**src/rtl/dht22_seg7_display_pkg.sv**
```systemverilog
`default_nettype none
// ============================================================================
//  Module      : dht22_pkg
//  Description : Shared types and segment constants for the DHT22 7-segment
//                display slice. Segment vectors are {g,f,e,d,c,b,a},
//                active-low.
//  Revision    : 1.0 - initial release
// ============================================================================
package dht22_pkg;

    localparam logic [6:0] SEG_BLANK = 7'b1111111;
    localparam logic [6:0] SEG_DASH  = 7'b0111111;
    localparam logic [6:0] SEG_E     = 7'b0000110;

    // Three BCD digits: [2]=tens, [1]=units, [0]=tenths
    typedef logic [2:0][3:0] bcd3_t;

    // What the decoder should draw for the currently scanned digit
    typedef enum logic [1:0] {
        GLYPH_DIGIT = 2'd0,
        GLYPH_BLANK = 2'd1,
        GLYPH_DASH  = 2'd2
    } glyph_t;

endpackage
`default_nettype wire

```
**src/rtl/dht22_seg7_display_seg7_decoder.sv**
```systemverilog
`default_nettype none
// ============================================================================
//  Module      : seg7_decoder
//  Description : Combinational BCD / glyph to active-low 7-segment decoder.
//                Digits 0..9 use standard glyphs; values above 9 draw 'E'.
//  Ports       : i_bcd   - 4-bit BCD value (used when i_glyph = GLYPH_DIGIT)
//                i_glyph - digit, blank or dash select
//                o_seg   - segments {g,f,e,d,c,b,a}, active-low
//  Revision    : 1.0 - initial release
// ============================================================================
module seg7_decoder
    import dht22_pkg::*;
(
    input  logic [3:0] i_bcd,
    input  glyph_t     i_glyph,
    output logic [6:0] o_seg
);

    always_comb begin
        o_seg = SEG_BLANK;
        case (i_glyph)
            GLYPH_DIGIT: begin
                case (i_bcd)
                    4'd0:    o_seg = 7'b1000000;
                    4'd1:    o_seg = 7'b1111001;
                    4'd2:    o_seg = 7'b0100100;
                    4'd3:    o_seg = 7'b0110000;
                    4'd4:    o_seg = 7'b0011001;
                    4'd5:    o_seg = 7'b0010010;
                    4'd6:    o_seg = 7'b0000010;
                    4'd7:    o_seg = 7'b1111000;
                    4'd8:    o_seg = 7'b0000000;
                    4'd9:    o_seg = 7'b0010000;
                    default: o_seg = SEG_E;
                endcase
            end
            GLYPH_DASH:  o_seg = SEG_DASH;
            default:     o_seg = SEG_BLANK;
        endcase
    end

endmodule
`default_nettype wire

```
**src/rtl/dht22_seg7_display.sv**
```systemverilog
`default_nettype none
// ============================================================================
//  Module      : dht22_seg7_display
//  Description : Captures DHT22 readings on data_ready and shows them on an
//                8-digit multiplexed common-anode 7-segment display.
//                Digits 7..4: sign, temperature tens/units(.)/tenths.
//                Digits 3..0: blank, humidity tens/units(.)/tenths.
//                Without a fresh reading for STALE_MS the display shows
//                dashes on every digit.
//  Ports       : clk, rst        - clock, synchronous active-high reset
//                data_ready      - one-cycle pulse, BCD inputs valid
//                humidity_bcd    - humidity digits [2]=tens..[0]=tenths
//                negativo_temp   - temperature sign (1 = negative)
//                temperature_bcd - temperature digits [2]=tens..[0]=tenths
//                seg_n, dp_n     - segments / decimal point, active-low
//                an_n            - digit enables, active-low, one-hot-low
//                valid           - a live reading is being displayed
//  Revision    : 1.0 - initial release
// ============================================================================
module dht22_seg7_display
    import dht22_pkg::*;
#(
    parameter int CLK_FREQ   = 100000000,
    parameter int REFRESH_HZ = 1000,
    parameter int STALE_MS   = 5000
) (
    input  logic             clk,
    input  logic             rst,
    input  logic             data_ready,
    input  logic [2:0][3:0]  humidity_bcd,
    input  logic             negativo_temp,
    input  logic [2:0][3:0]  temperature_bcd,
    output logic [6:0]       seg_n,
    output logic             dp_n,
    output logic [7:0]       an_n,
    output logic             valid
);

    // Per-digit scan period in clocks, never below one
    localparam int c_TICK_RAW = CLK_FREQ / (REFRESH_HZ * 8);
    localparam int c_TICK     = (c_TICK_RAW < 1) ? 1 : c_TICK_RAW;
    localparam int c_TICK_W   = (c_TICK > 1) ? $clog2(c_TICK) : 1;
    localparam logic [c_TICK_W-1:0] c_TICK_MAX = c_TICK_W'(c_TICK - 1);
    localparam logic [c_TICK_W-1:0] c_TICK_ONE = c_TICK_W'(1);

    // Stale counter reload value; 64-bit math keeps large products exact
    localparam longint c_STALE_LOAD = longint'(STALE_MS) * longint'(CLK_FREQ / 1000) - 1;
    localparam int     c_STALE_W    = (c_STALE_LOAD > 0) ? $clog2(c_STALE_LOAD + 1) : 1;
    localparam logic [c_STALE_W-1:0] c_STALE_INIT = c_STALE_W'(c_STALE_LOAD);
    localparam logic [c_STALE_W-1:0] c_STALE_ONE  = c_STALE_W'(1);

    // Captured reading
    bcd3_t                r_hum;
    bcd3_t                r_temp;
    logic                 r_neg;
    logic                 r_valid;
    logic [c_STALE_W-1:0] r_stale;

    // Scan counters
    logic [c_TICK_W-1:0]  r_tick;
    logic [2:0]           r_idx;

    // Output registers
    logic [6:0]           r_seg;
    logic                 r_dp_n;
    logic [7:0]           r_an_n;

    // Digit mux towards the decoder
    glyph_t               w_glyph;
    logic [3:0]           w_digit;
    logic                 w_dp_n;
    logic [6:0]           w_seg;

    // ------------------------------------------------------------------
    // Capture and staleness. A pulse arriving in the expiry cycle reloads
    // the counter, so valid never drops for it.
    // ------------------------------------------------------------------
    always_ff @(posedge clk) begin
        if (rst) begin
            r_hum   <= '0;
            r_temp  <= '0;
            r_neg   <= 1'b0;
            r_valid <= 1'b0;
            r_stale <= '0;
        end else if (data_ready) begin
            r_hum   <= humidity_bcd;
            r_temp  <= temperature_bcd;
            r_neg   <= negativo_temp;
            r_valid <= 1'b1;
            r_stale <= c_STALE_INIT;
        end else if (r_valid) begin
            if (r_stale == '0) begin
                r_valid <= 1'b0;
            end else begin
                r_stale <= r_stale - c_STALE_ONE;
            end
        end
    end

    // ------------------------------------------------------------------
    // Scan: tick counter wraps every c_TICK cycles and advances the digit
    // ------------------------------------------------------------------
    always_ff @(posedge clk) begin
        if (rst) begin
            r_tick <= '0;
            r_idx  <= 3'd0;
        end else if (r_tick == c_TICK_MAX) begin
            r_tick <= '0;
            r_idx  <= r_idx + 3'd1;
        end else begin
            r_tick <= r_tick + c_TICK_ONE;
        end
    end

    // ------------------------------------------------------------------
    // Select what the current digit should show
    // ------------------------------------------------------------------
    always_comb begin
        w_glyph = GLYPH_BLANK;
        w_digit = 4'd0;
        w_dp_n  = 1'b1;
        if (!r_valid) begin
            w_glyph = GLYPH_DASH;
        end else begin
            case (r_idx)
                3'd7: w_glyph = r_neg ? GLYPH_DASH : GLYPH_BLANK;
                3'd6: begin
                    w_digit = r_temp[2];
                    w_glyph = (r_temp[2] == 4'd0) ? GLYPH_BLANK : GLYPH_DIGIT;
                end
                3'd5: begin
                    w_digit = r_temp[1];
                    w_glyph = GLYPH_DIGIT;
                    w_dp_n  = 1'b0;
                end
                3'd4: begin
                    w_digit = r_temp[0];
                    w_glyph = GLYPH_DIGIT;
                end
                3'd2: begin
                    w_digit = r_hum[2];
                    w_glyph = (r_hum[2] == 4'd0) ? GLYPH_BLANK : GLYPH_DIGIT;
                end
                3'd1: begin
                    w_digit = r_hum[1];
                    w_glyph = GLYPH_DIGIT;
                    w_dp_n  = 1'b0;
                end
                3'd0: begin
                    w_digit = r_hum[0];
                    w_glyph = GLYPH_DIGIT;
                end
                default: w_glyph = GLYPH_BLANK;
            endcase
        end
    end

    seg7_decoder u_decoder (
        .i_bcd   (w_digit),
        .i_glyph (w_glyph),
        .o_seg   (w_seg)
    );

    // ------------------------------------------------------------------
    // Segments, dp and anodes update together from one register stage,
    // so the anode and its content can never disagree.
    // ------------------------------------------------------------------
    always_ff @(posedge clk) begin
        if (rst) begin
            r_seg  <= SEG_BLANK;
            r_dp_n <= 1'b1;
            r_an_n <= 8'hFE;
        end else begin
            r_seg  <= w_seg;
            r_dp_n <= w_dp_n;
            r_an_n <= ~(8'd1 << r_idx);
        end
    end

    assign seg_n = r_seg;
    assign dp_n  = r_dp_n;
    assign an_n  = r_an_n;
    assign valid = r_valid;

endmodule
`default_nettype wire
```
**config.mk**
```make
export PLATFORM = sky130hd
export DESIGN_NAME = dht22_seg7_display
export DESIGN_NICKNAME = d
export VERILOG_FILES = /design/src/rtl/dht22_seg7_display_pkg.sv /design/src/rtl/dht22_seg7_display_seg7_decoder.sv /design/src/rtl/dht22_seg7_display.sv
export SDC_FILE = /design/constraint.sdc
export NUM_CORES = 1
export LEC_CHECK = 0
export BUFFER_PORTS_ARGS = -buffer_cell sky130_fd_sc_hd__buf_2
export CAP_MARGIN = 0
export CORE_MARGIN = 1.5
export CORE_UTILIZATION = 50
export DETAILED_ROUTE_END_ITERATION = 10
export GPL_ROUTABILITY_DRIVEN = 1
export PLACE_DENSITY = 0.77
export RECOVER_POWER = 25
export SYNTH_ARGS = -nofsm -noshare
export SYNTH_HDL_FRONTEND = slang
export SYNTH_SLANG_ARGS = --single-unit
```
**constraint.sdc**
```tcl
create_clock -name clk -period 5.6 [get_ports clk]
set_input_delay 0.56 -clock clk [delete_from_list [all_inputs] [get_ports clk]]
set_output_delay 0.56 -clock clk [all_outputs]
set_load 0.02 [all_outputs]
```
Yosys cells after proc, flatten, opt, wreduce, memory -nomap -nowiden
Memories as Yosys holds them, arrays and structs flattened.
Cells that the tools add are included.
W data, S select, Z words.
Cells by class
  divide/modulo/power cells: 0
  reductions and logical operators: 13
  multipliers: 0
  $add $sub $neg: 3
  eq/ne operators: 9
  $lt $le $gt $ge: 0
  shifts and indexed selects: 1
  muxes and demuxes: 15
  bitwise logic cells: 3
Operator list (count)
  $mux W29: 3
  $logic_not A29 Y1: 1
  $sub A29 B1 Y29 const B: 1
  $pmux W4 S6: 1
  $add A14 B1 Y14 const B: 1
  $eq A14 B14 Y1 const B: 1
  $pmux W7 S2: 1
  $eq A3 B3 Y1 const B: 4
  $logic_not A4 Y1: 2
  $not A8 Y8: 1
  $pmux W2 S4: 1
  $reduce_or A2 Y1: 4
  $shl A1 B3 Y8 const A: 1
  $mux W1: 6
  $mux W2: 2
  $mux W4: 1
  $reduce_and A2 Y1: 2
  $reduce_or A4 Y1: 1
  $add A3 B1 Y3 const B: 1
  $eq A3 B1 Y1 const B: 1
  $eq A3 B2 Y1 const B: 1
  $logic_not A3 Y1: 1
  $eq A2 B2 Y1 const B: 1
  $logic_not A2 Y1: 1
  3 further kinds: 4
Word-level totals
  word-level logic and storage cells: 60
  memories: 1
  latch bits: 0
  bits in registers: 88
  output and inout bits: 17
  bits of input ports: 28
  memory bits (writable): 0
  ROM bits: 112
Memories
  (name not given): words 16, bits a word 7, read ports 1, clocked after Yosys merged registers in 0, wr ports 0, RTL line dht22_seg7_display_seg7_decoder.sv:23  | case (i_bcd)

Longest topological paths before layout
Gate-level depths: netlist of run 1.
  depth in word-level cells: 6
  depth in mapped cells: 10
  gate-level depth less buffers: 9

By module
A second synthesis of run 1 with hierarchy kept.
Second synthesis, totals
  cell total of the unflattened synthesis: 460
  area total of the unflattened synthesis: 4149.0 um2
By module, submodules not included
  dht22_seg7_display: cells each 426, area an instance 3926.3 um2, sequential area each 1761.7 um2, times used 1
  seg7_decoder: cells each 34, area an instance 222.7 um2, sequential area each 0.0 um2, times used 1

Least setup slack after synthesis of run 1
No wires, ideal clock.
  path type: reg-to-reg
  start: register r_valid (netlist: valid)
  end: register r_stale[25]
  buffers on the path: 2
  stages on the path, launching flop included: 8
  setup time: 0.071 ns
  period minus slack after synthesis: 2.475 ns
  data required time: 5.529 ns
  path slack: 3.125 ns
  arrival: 2.404 ns
  cells stage by stage: dfxtp_1 > buf_4 > or3b_1 > buf_6 > or4_4 > a31o_4 > or4_1 > a21oi_1
On the way
  longest elaborated chain between the ends: 1
RTL lines
  from (decl): RTL line dht22_seg7_display.sv:56  | logic r_valid;
  from (signal assigned): RTL line dht22_seg7_display.sv:83  | r_valid <= 1'b0;
  from (signal assigned): RTL line dht22_seg7_display.sv:89  | r_valid <= 1'b1;
  from (signal assigned): RTL line dht22_seg7_display.sv:93  | r_valid <= 1'b0;
  $reduce_and A2 Y1 (no line)
  to (signal assigned): RTL line dht22_seg7_display.sv:90  | r_stale <= c_STALE_INIT;
  to (signal assigned): RTL line dht22_seg7_display.sv:95  | r_stale <= r_stale - c_STALE_ONE;
  to (decl): RTL line dht22_seg7_display.sv:57  | logic [c_STALE_W-1:0] r_stale;
No other way between the ends.
A chain may end at the register's enable or synchronous reset.

Final worst setup path of run 1
  start: input port data_ready
  end: register r_stale[12]
On the way
  longest elaborated chain between the ends: 1
RTL lines
  from (decl): RTL line dht22_seg7_display.sv:29  | input logic data_ready,
  $reduce_or A2 Y1 (no line)
No other way between the ends.

==> metrics, run 1 <==
reg2reg end r_stale[16]$_SDFFE_PP0P_; Synth async-reset ratio 0; final hold vios 0; critical path data arrival time 3370 ps; fin nets 524; Worst Hold Path Cells 3; WS Path Type in -> reg; Mapped Cells 449; fin crit period around 3100 ps; pwr dens approximately 270 nW/um^2; startpoint types primary input; final wirelength 8520 um; Fillers 684; root buffer cell clkbuf_8; CTS tree yes; post-DP HPWL between 5000 and 6000 um; post-CTS setup buffer count 0; achievable clock frequency 318 MHz; Rel. slew slack -0.611; Tcrit/Tclk final 0.561; critical path capture point type flip-flop; first drt pass iteration count 5; global-route wire length before repair 14400 um; Clock Sinks 88; Reg2Reg Depth 5; Hold Crit Class in -> reg; Finished Layout Cells 587; Wirelength per Cell 14.5 um; R2R setup slack 2950 ps; ys flop type dfxtp_1; largest net degree at the start of global routing 56; CTS resizes 0; Post-Syn Area around 4000 um^2; Die W 93.4 um; Final ANT Viol Nets 0; setup violators final 0; Slew Viols, Final 84; Area Growth Syn to Fin 10.5%; Clk Latency, worst-skew pair 350 ps; most common cell after layout, fill and taps aside dfxtp_1; Seq/Total Area, Yosys 0.431; TritonCTS Buffers 9; Worst VDD drop 0.146 mV; placed instance count 571; status finished with violations; DR vias/cell 5.66; gr usage total 0.208; Worst-Margin Slew ~2400 ps; Fin Clk Skew 11.1 ps; CTS max path bufs 2; Die H 93.4 um; DR vias 3324; vias in the first global route between 3000 and 4000; Clock Pin Slew Worst Setup and Hold Paths 90 ps; register bit total from synthesis between 80 and 90; routability cong. 0.923; Max-Cap Viols 2; Hold EP r_hum[6]$_SDFFE_PP0P_; Hold Startpoint humidity_bcd[6]; post-synth net total 493; Worst R2R Start r_stale[6]$_SDFFE_PP0P_; Final TNS setup 0 ps; core box area 7810 um^2; CP Data Required Time approximately 5800 ps; initial antenna violation count 0; die area 8720 um^2; CP Launch Point data_ready; # port buffers 44; total congestion overflow 0; I/O pins 45; DR iter-0 viols between 150 and 200; warnings from Yosys 0; syn_area_per_cell 9.10 um^2; RSZ-0062 raised after global routing no; EDFF count, synth 0; CTS hold repair buffers 0; Initial Util 0.523; row count 32; distinct cell type count after synthesis 53; failing checks max-capacitance violations, max-slew violations; Lkg Pwr 0.00180 uW; H-tree levels 3; ant diodes 0; proportion of layout cells with a drive suffix above 1 0.146; Remaining DRCs 0; commonest non-fill, non-tap cells in the layout dfxtp_1 (88), nor2_1 (64), buf_2 (42), mux2i_1 (29), o21ai_0 (23); critical path fanouts, max 27
-- flip-flops by register name, summed over array words and instances (netlist names), 3 cells and up --
| register | cells |
|---|---|
| r_stale | 29 |
| r_tick | 14 |
| r_hum | 12 |
| r_temp | 12 |
| an_n | 8 |
| seg_n | 7 |
| r_idx | 3 |
-- worst max-delay path, stage by stage --
cell and delay [ps]:
clkbuf_1 1270, inv_1 850, nand2_1 580, nor2_1 90
-- how the worst max path moves through the flow --
stage               slack (ps)  depth (start not counted)                  endpoint
floorplan                 3130                          7  r_stale[25]$_SDFFE_PP0P_
global placement          3130                          9       seg_n[4]$_SDFF_PP1_
detailed placement        3040                          5  r_stale[18]$_SDFFE_PP0P_
CTS                       3030                          5  r_stale[18]$_SDFFE_PP0P_
global route              2190                          4     r_tick[11]$_SDFF_PP0_
finish                    2460                          4  r_stale[12]$_SDFFE_PP0P_
-- synth_stat cells (2+ instances only) --
cell      instances  area, um^2
nor2_1           64         240
dfxtp_1          88        1760
or4_1            11        82.6
and3_1           10        62.6
nand2_1          19        71.3
nand2b_1          3        18.8
mux2_2            2        22.5
clkbuf_1         17        63.8
or3_1            15        93.8
or2_2             3        18.8
o21ai_0          23         115
mux2i_1          29         290
o211ai_1          5        37.5
ha_1             16         200
a311o_1           2        20.0
buf_1             3        11.3
buf_6             2        22.5
or4_4             3        33.8
nand3_1          15        75.1
o41ai_1           2        17.5
o31ai_1           4        30.0
a222oi_1          4        40.0
a31oi_1           9        56.3
a21oi_1          22         110
a22oi_1           4        30.0
o21a_1            2        15.0
xnor2_1          10        87.6
inv_1            11        41.3
xor2_1           16         140
nor4_1            5        31.3
nor3_1            8        40.0
-- logic make-up after synthesis --
logic type / synth area share
compound gates: 0.141
flops: 0.431
buf+inv: 0.0371
simple gates: 0.206
mux: 0.0793
xor+xnor: 0.0557
fa+ha+maj: 0.0490
-- per-layer routing --
metal  wire [um]  share of wire  GRT usage  vias up
met5           0              0          0        -
li1            -              -          -     1678
met2        4060           0.48      0.326       70
met1        4000           0.47      0.275     1565
met3         331          0.039     0.0325       11
met4         127          0.015      0.106        0
-- metrics by stage --
stage / worst slack [ps] / total power (uW) / util / cell area [um^2] / hold WS [ps]
floorplan: 3130 / 777 / - / 4090 / 413
global placement: 3130 / 806 / 0.554 / 4320 / 424
detailed placement: 3040 / 811 / 0.554 / 4320 / 443
CTS: 3030 / 1220 / 0.578 / 4520 / 428
global route: 2190 / 1270 / 0.578 / 4510 / 437
finish: 2460 / 1220 / 0.578 / 4510 / 435
-- power breakdown --
part	total [uW]	switching [uW]	internal [uW]
clock network	419	222	197
registers	676	22.9	653
logic	124	69.8	53.8
total	1220	315	904
-- area by class of cell --
| class | instances | area (um^2) | area share |
|---|---|---|---|
| multi-input combinational | 326 | 2170 | 0.481 |
| sequential | 88 | 1760 | 0.390 |
| timing repair buffer | 44 | 218 | 0.0482 |
| clock buffer | 12 | 165 | 0.0366 |
| tap | 102 | 128 | 0.0283 |
| inverter | 11 | 41.3 | 0.00915 |
| clock inverter | 4 | 27.5 | 0.00610 |
No activity file was read; power rests on OpenSTA's default activity.
==> run 2, diff against run 1 <==
ABC_AREA = 1   (was unset)
PLACE_DENSITY = 0.79   (was 0.77)
clock period = 2.6 ns   (was 5.6 ns; I/O delays follow)
==> run 2 against run 1 <==
Against the previous run:
- the run now ends clean
- sequential share of layout area decreased by 4.4 points
- synthesized cell count up 51%
- die area is 13% higher
- flip-flop and latch count did not move
- core utilization is 0.28 points lower
- worst setup slack got worse by 2200 ps
- sequential power grew 120%
- via count rose by 33%
- cell area up 13%
- clock power rose by 130%
- clock skew shrank 2.3 ps
==> metrics, run 2 <==
I/O pins 45 (unchanged); Die W 99.4 um (+6.4%); Util after Layout 0.575 (-0.00282); most common cell after layout, fill and taps aside nand2_1; CTS hold repair buffers 0 (unchanged); Critical Path, Cell by Cell inv_1 > ha_1 > nand2_1 > inv_1 > nand2_1 > o21ai_0 > nor2_1 > nand3_1 > nand2_1 > inv_1 > ha_1 > or2_1 > nand3_1 > nand2_1; final wirelength 10600 um (+25%); WS Path Type reg -> reg; final hold vios 0 (unchanged); DR vias/cell 5.29 (-6.5%); core box area 8850 um^2 (+13%); vias in the first global route 4128 (+32%); Critical Path Slowest Stage Cell dfxtp_1; worst stage delay on the critical path 390 ps (-880 ps); Final TNS setup 0 ps (unchanged); warnings from Yosys 0 (unchanged); Fillers 856 (+25%); synth top area cells dfxtp_1 (38%), nand2_1 (12%), nor2_1 (7.7%); DR vias 4405 (+33%); RSZ-0062 raised after global routing no; largest reg by FF count r_stale; post-synth net total 723 (+47%); ant diodes 0 (unchanged); syn_area_per_cell 6.84 um^2 (-25%); critical path data arrival time 2590 ps (-780 ps); Area Growth Syn to Fin 9.59%; Worst VDD drop 0.304 mV (+110%); dpl cell area 4910 um^2 (+14%); Bufs and invs on worst path 3 (+1); largest net degree at the start of global routing 53 (-5.4%); Mapped Cells 679 (+51%); Slew Viols, Final 0 (-100%); critical path fanouts, max 5 (-81%); Post-synth top cells nand2_1 (145), nor2_1 (95), dfxtp_1 (88); post-CTS setup buffer count 0 (unchanged); Fin Clk Skew 8.84 ps (-2.28 ps); Max-Cap Viols 0 (-2); Wirelength per Cell 12.8 um (-12%); startpoint types flip-flop; row count 34 (+6.3%); Clk Latency, worst-skew pair 370 ps (+20 ps); fin nets 763 (+46%); gr usage total 0.229 (+0.0216); CP Data Required Time 2850 ps (-2980 ps); Reg area 1760 um^2 (about the same); post-DP HPWL 7880 um (+32%); CTS max path bufs 2 (unchanged); pwr dens 551 nW/um^2 (+100%); H-tree levels 3 (unchanged); TritonCTS Buffers 9 (unchanged); Initial Util 0.525 (+0.00165); # port buffers 44 (unchanged); biggest regs r_stale x29, r_tick x14; routability cong. 0.943 (+2.2%); Final Cell Area 5090 um^2 (+13%); distinct cell type count after synthesis 40 (-25%); DR iter-0 viols 270 (+61%); Most common cell on crit path nand2_1; Synth top area share 0.379 (-0.0519); fin crit period roughly 2300 ps; Rel. slew slack 0.192 (+0.803); Seq/Total Area, Yosys 0.379 (-0.0519); achievable clock frequency 428 MHz; global-route wire length before repair 18600 um (+29%); most frequent cell after synthesis nand2_1; CP top delay family simple AND/OR/NAND/NOR gates; proportion of layout cells with a drive suffix above 1 0.133 (-0.0138); Multi-input gate area 2400 um^2 (+11%); total congestion overflow 0 (unchanged); ys flop type dfxtp_1; Die H 99.4 um (+6.4%); die area 9880 um^2 (+13%); Post-Syn Area 4640 um^2 (+14%); Remaining DRCs 0 (unchanged); Clock Sinks 88 (unchanged); Synth area leader dfxtp_1; critical path capture point type flip-flop; Worst-Margin Slew 1210 ps (-1200 ps); WHS 109 ps (-325 ps); max reg flops 29 (unchanged); register bit total from synthesis 88 (unchanged); Final ANT Viol Nets 0 (unchanged); commonest non-fill, non-tap cells in the layout nand2_1 (145), nor2_1 (95), dfxtp_1 (87), inv_1 (78), nand3_1 (51); total power 2800 uW (+130%); Synth async-reset ratio 0 (unchanged); Hold Crit Class in -> reg; initial antenna violation count 0 (unchanged); root buffer cell clkbuf_8; first drt pass iteration count 5 (unchanged); setup violators final 0 (unchanged); Tcrit/Tclk final 0.898; status finished, final reports clean; Clock Pin Slew Worst Setup and Hold Paths 100 ps (about the same); CTS tree yes; Lkg Pwr 0.00232 uW (+29%); EDFF count, synth 0 (unchanged)
-- run 2: changes by cell type after synthesis, sizes merged, moves of 14 or more --
cell / before / now
nand3: 15 / 53
mux2i: 29 / 0
a21oi: 22 / 38
o21ai: 24 / 44
nor2: 64 / 105
inv: 11 / 94
or4: 14 / 0
nand4: 1 / 18
or3: 15 / 0
nand2: 19 / 155
-- run 2: repair_timing --
| item | in CTS | in global routing |
|---|---|---|
| resized for setup | 0 | 2 |
| endpoints found under the setup margin | 0 | 1 |
| endpoints found under the hold margin | 0 | 0 |
-- run 2: worst min-delay path, delay by kind of cell --
kind | cells | cell delay, ps
buffers and inverters | 1 | 70
AND/OR/NAND/NOR | 2 | 110
-- run 2: path summary, 6_finish.rpt --
| kind | from | end | slack, ps | cells past startpoint |
|---|---|---|---|---|
| worst max-delay path | r_idx[1]$_SDFFE_PP0P_ | seg_n[3]$_SDFF_PP1_ | 260 | 14 |
| worst max register to register | r_idx[1]$_SDFFE_PP0P_ | seg_n[3]$_SDFF_PP1_ | 260 | 14 |
| worst min-delay path | temperature_bcd[0] | r_temp[0]$_SDFFE_PP0P_ | 110 | 3 |
| worst min register to register | r_tick[0]$_SDFF_PP0_ | r_tick[0]$_SDFF_PP0_ | 450 | 1 |
-- run 2: layout make-up --
class                   instances  area share
well taps                     108      0.0265
multi-input cells             476       0.472
flip-flops and latches         88       0.346
repair buffers                 49      0.0460
clock buffers                   9      0.0243
clock inverters                 7      0.0143
inverters                      95      0.0703
-- run 2: cells by family (layout without fill, tap and decap cells) --
family | count (synthesis) | after routing | synth area share
flip-flops | 88 | 88 | 0.379
AO/OA/AOI/OAI | 95 | 95 | 0.108
buffers and inverters | 115 | 160 | 0.104
adder cells (fa/ha/maj) | 16 | 16 | 0.0431
AND/OR/NAND/NOR | 357 | 357 | 0.351
XOR/XNOR | 8 | 8 | 0.0151
-- run 2: per-stage QoR --
stage | setup WS, ps | std cells
global route | 54.9 | 832
detailed placement | 279 | 816
CTS | 253 | 832
finish | 265 | 832
global placement | 368 | 816
floorplan | 529 | 679
-- run 2: layer usage --
metal	wire length (um)	part of all wire	vias to the layer above	track usage
met5	0	0	-	0
met2	4920	0.46	108	0.380
met3	480	0.045	18	0.0387
met4	147	0.014	0	0.0585
met1	5080	0.48	2023	0.311
li1	-	-	2256	-
-- run 2: power by group --
group          internal [uW]  switching [uW]
sequential              1410            45.6
combinational            132             266
clock                    377             572
total                   1920             884
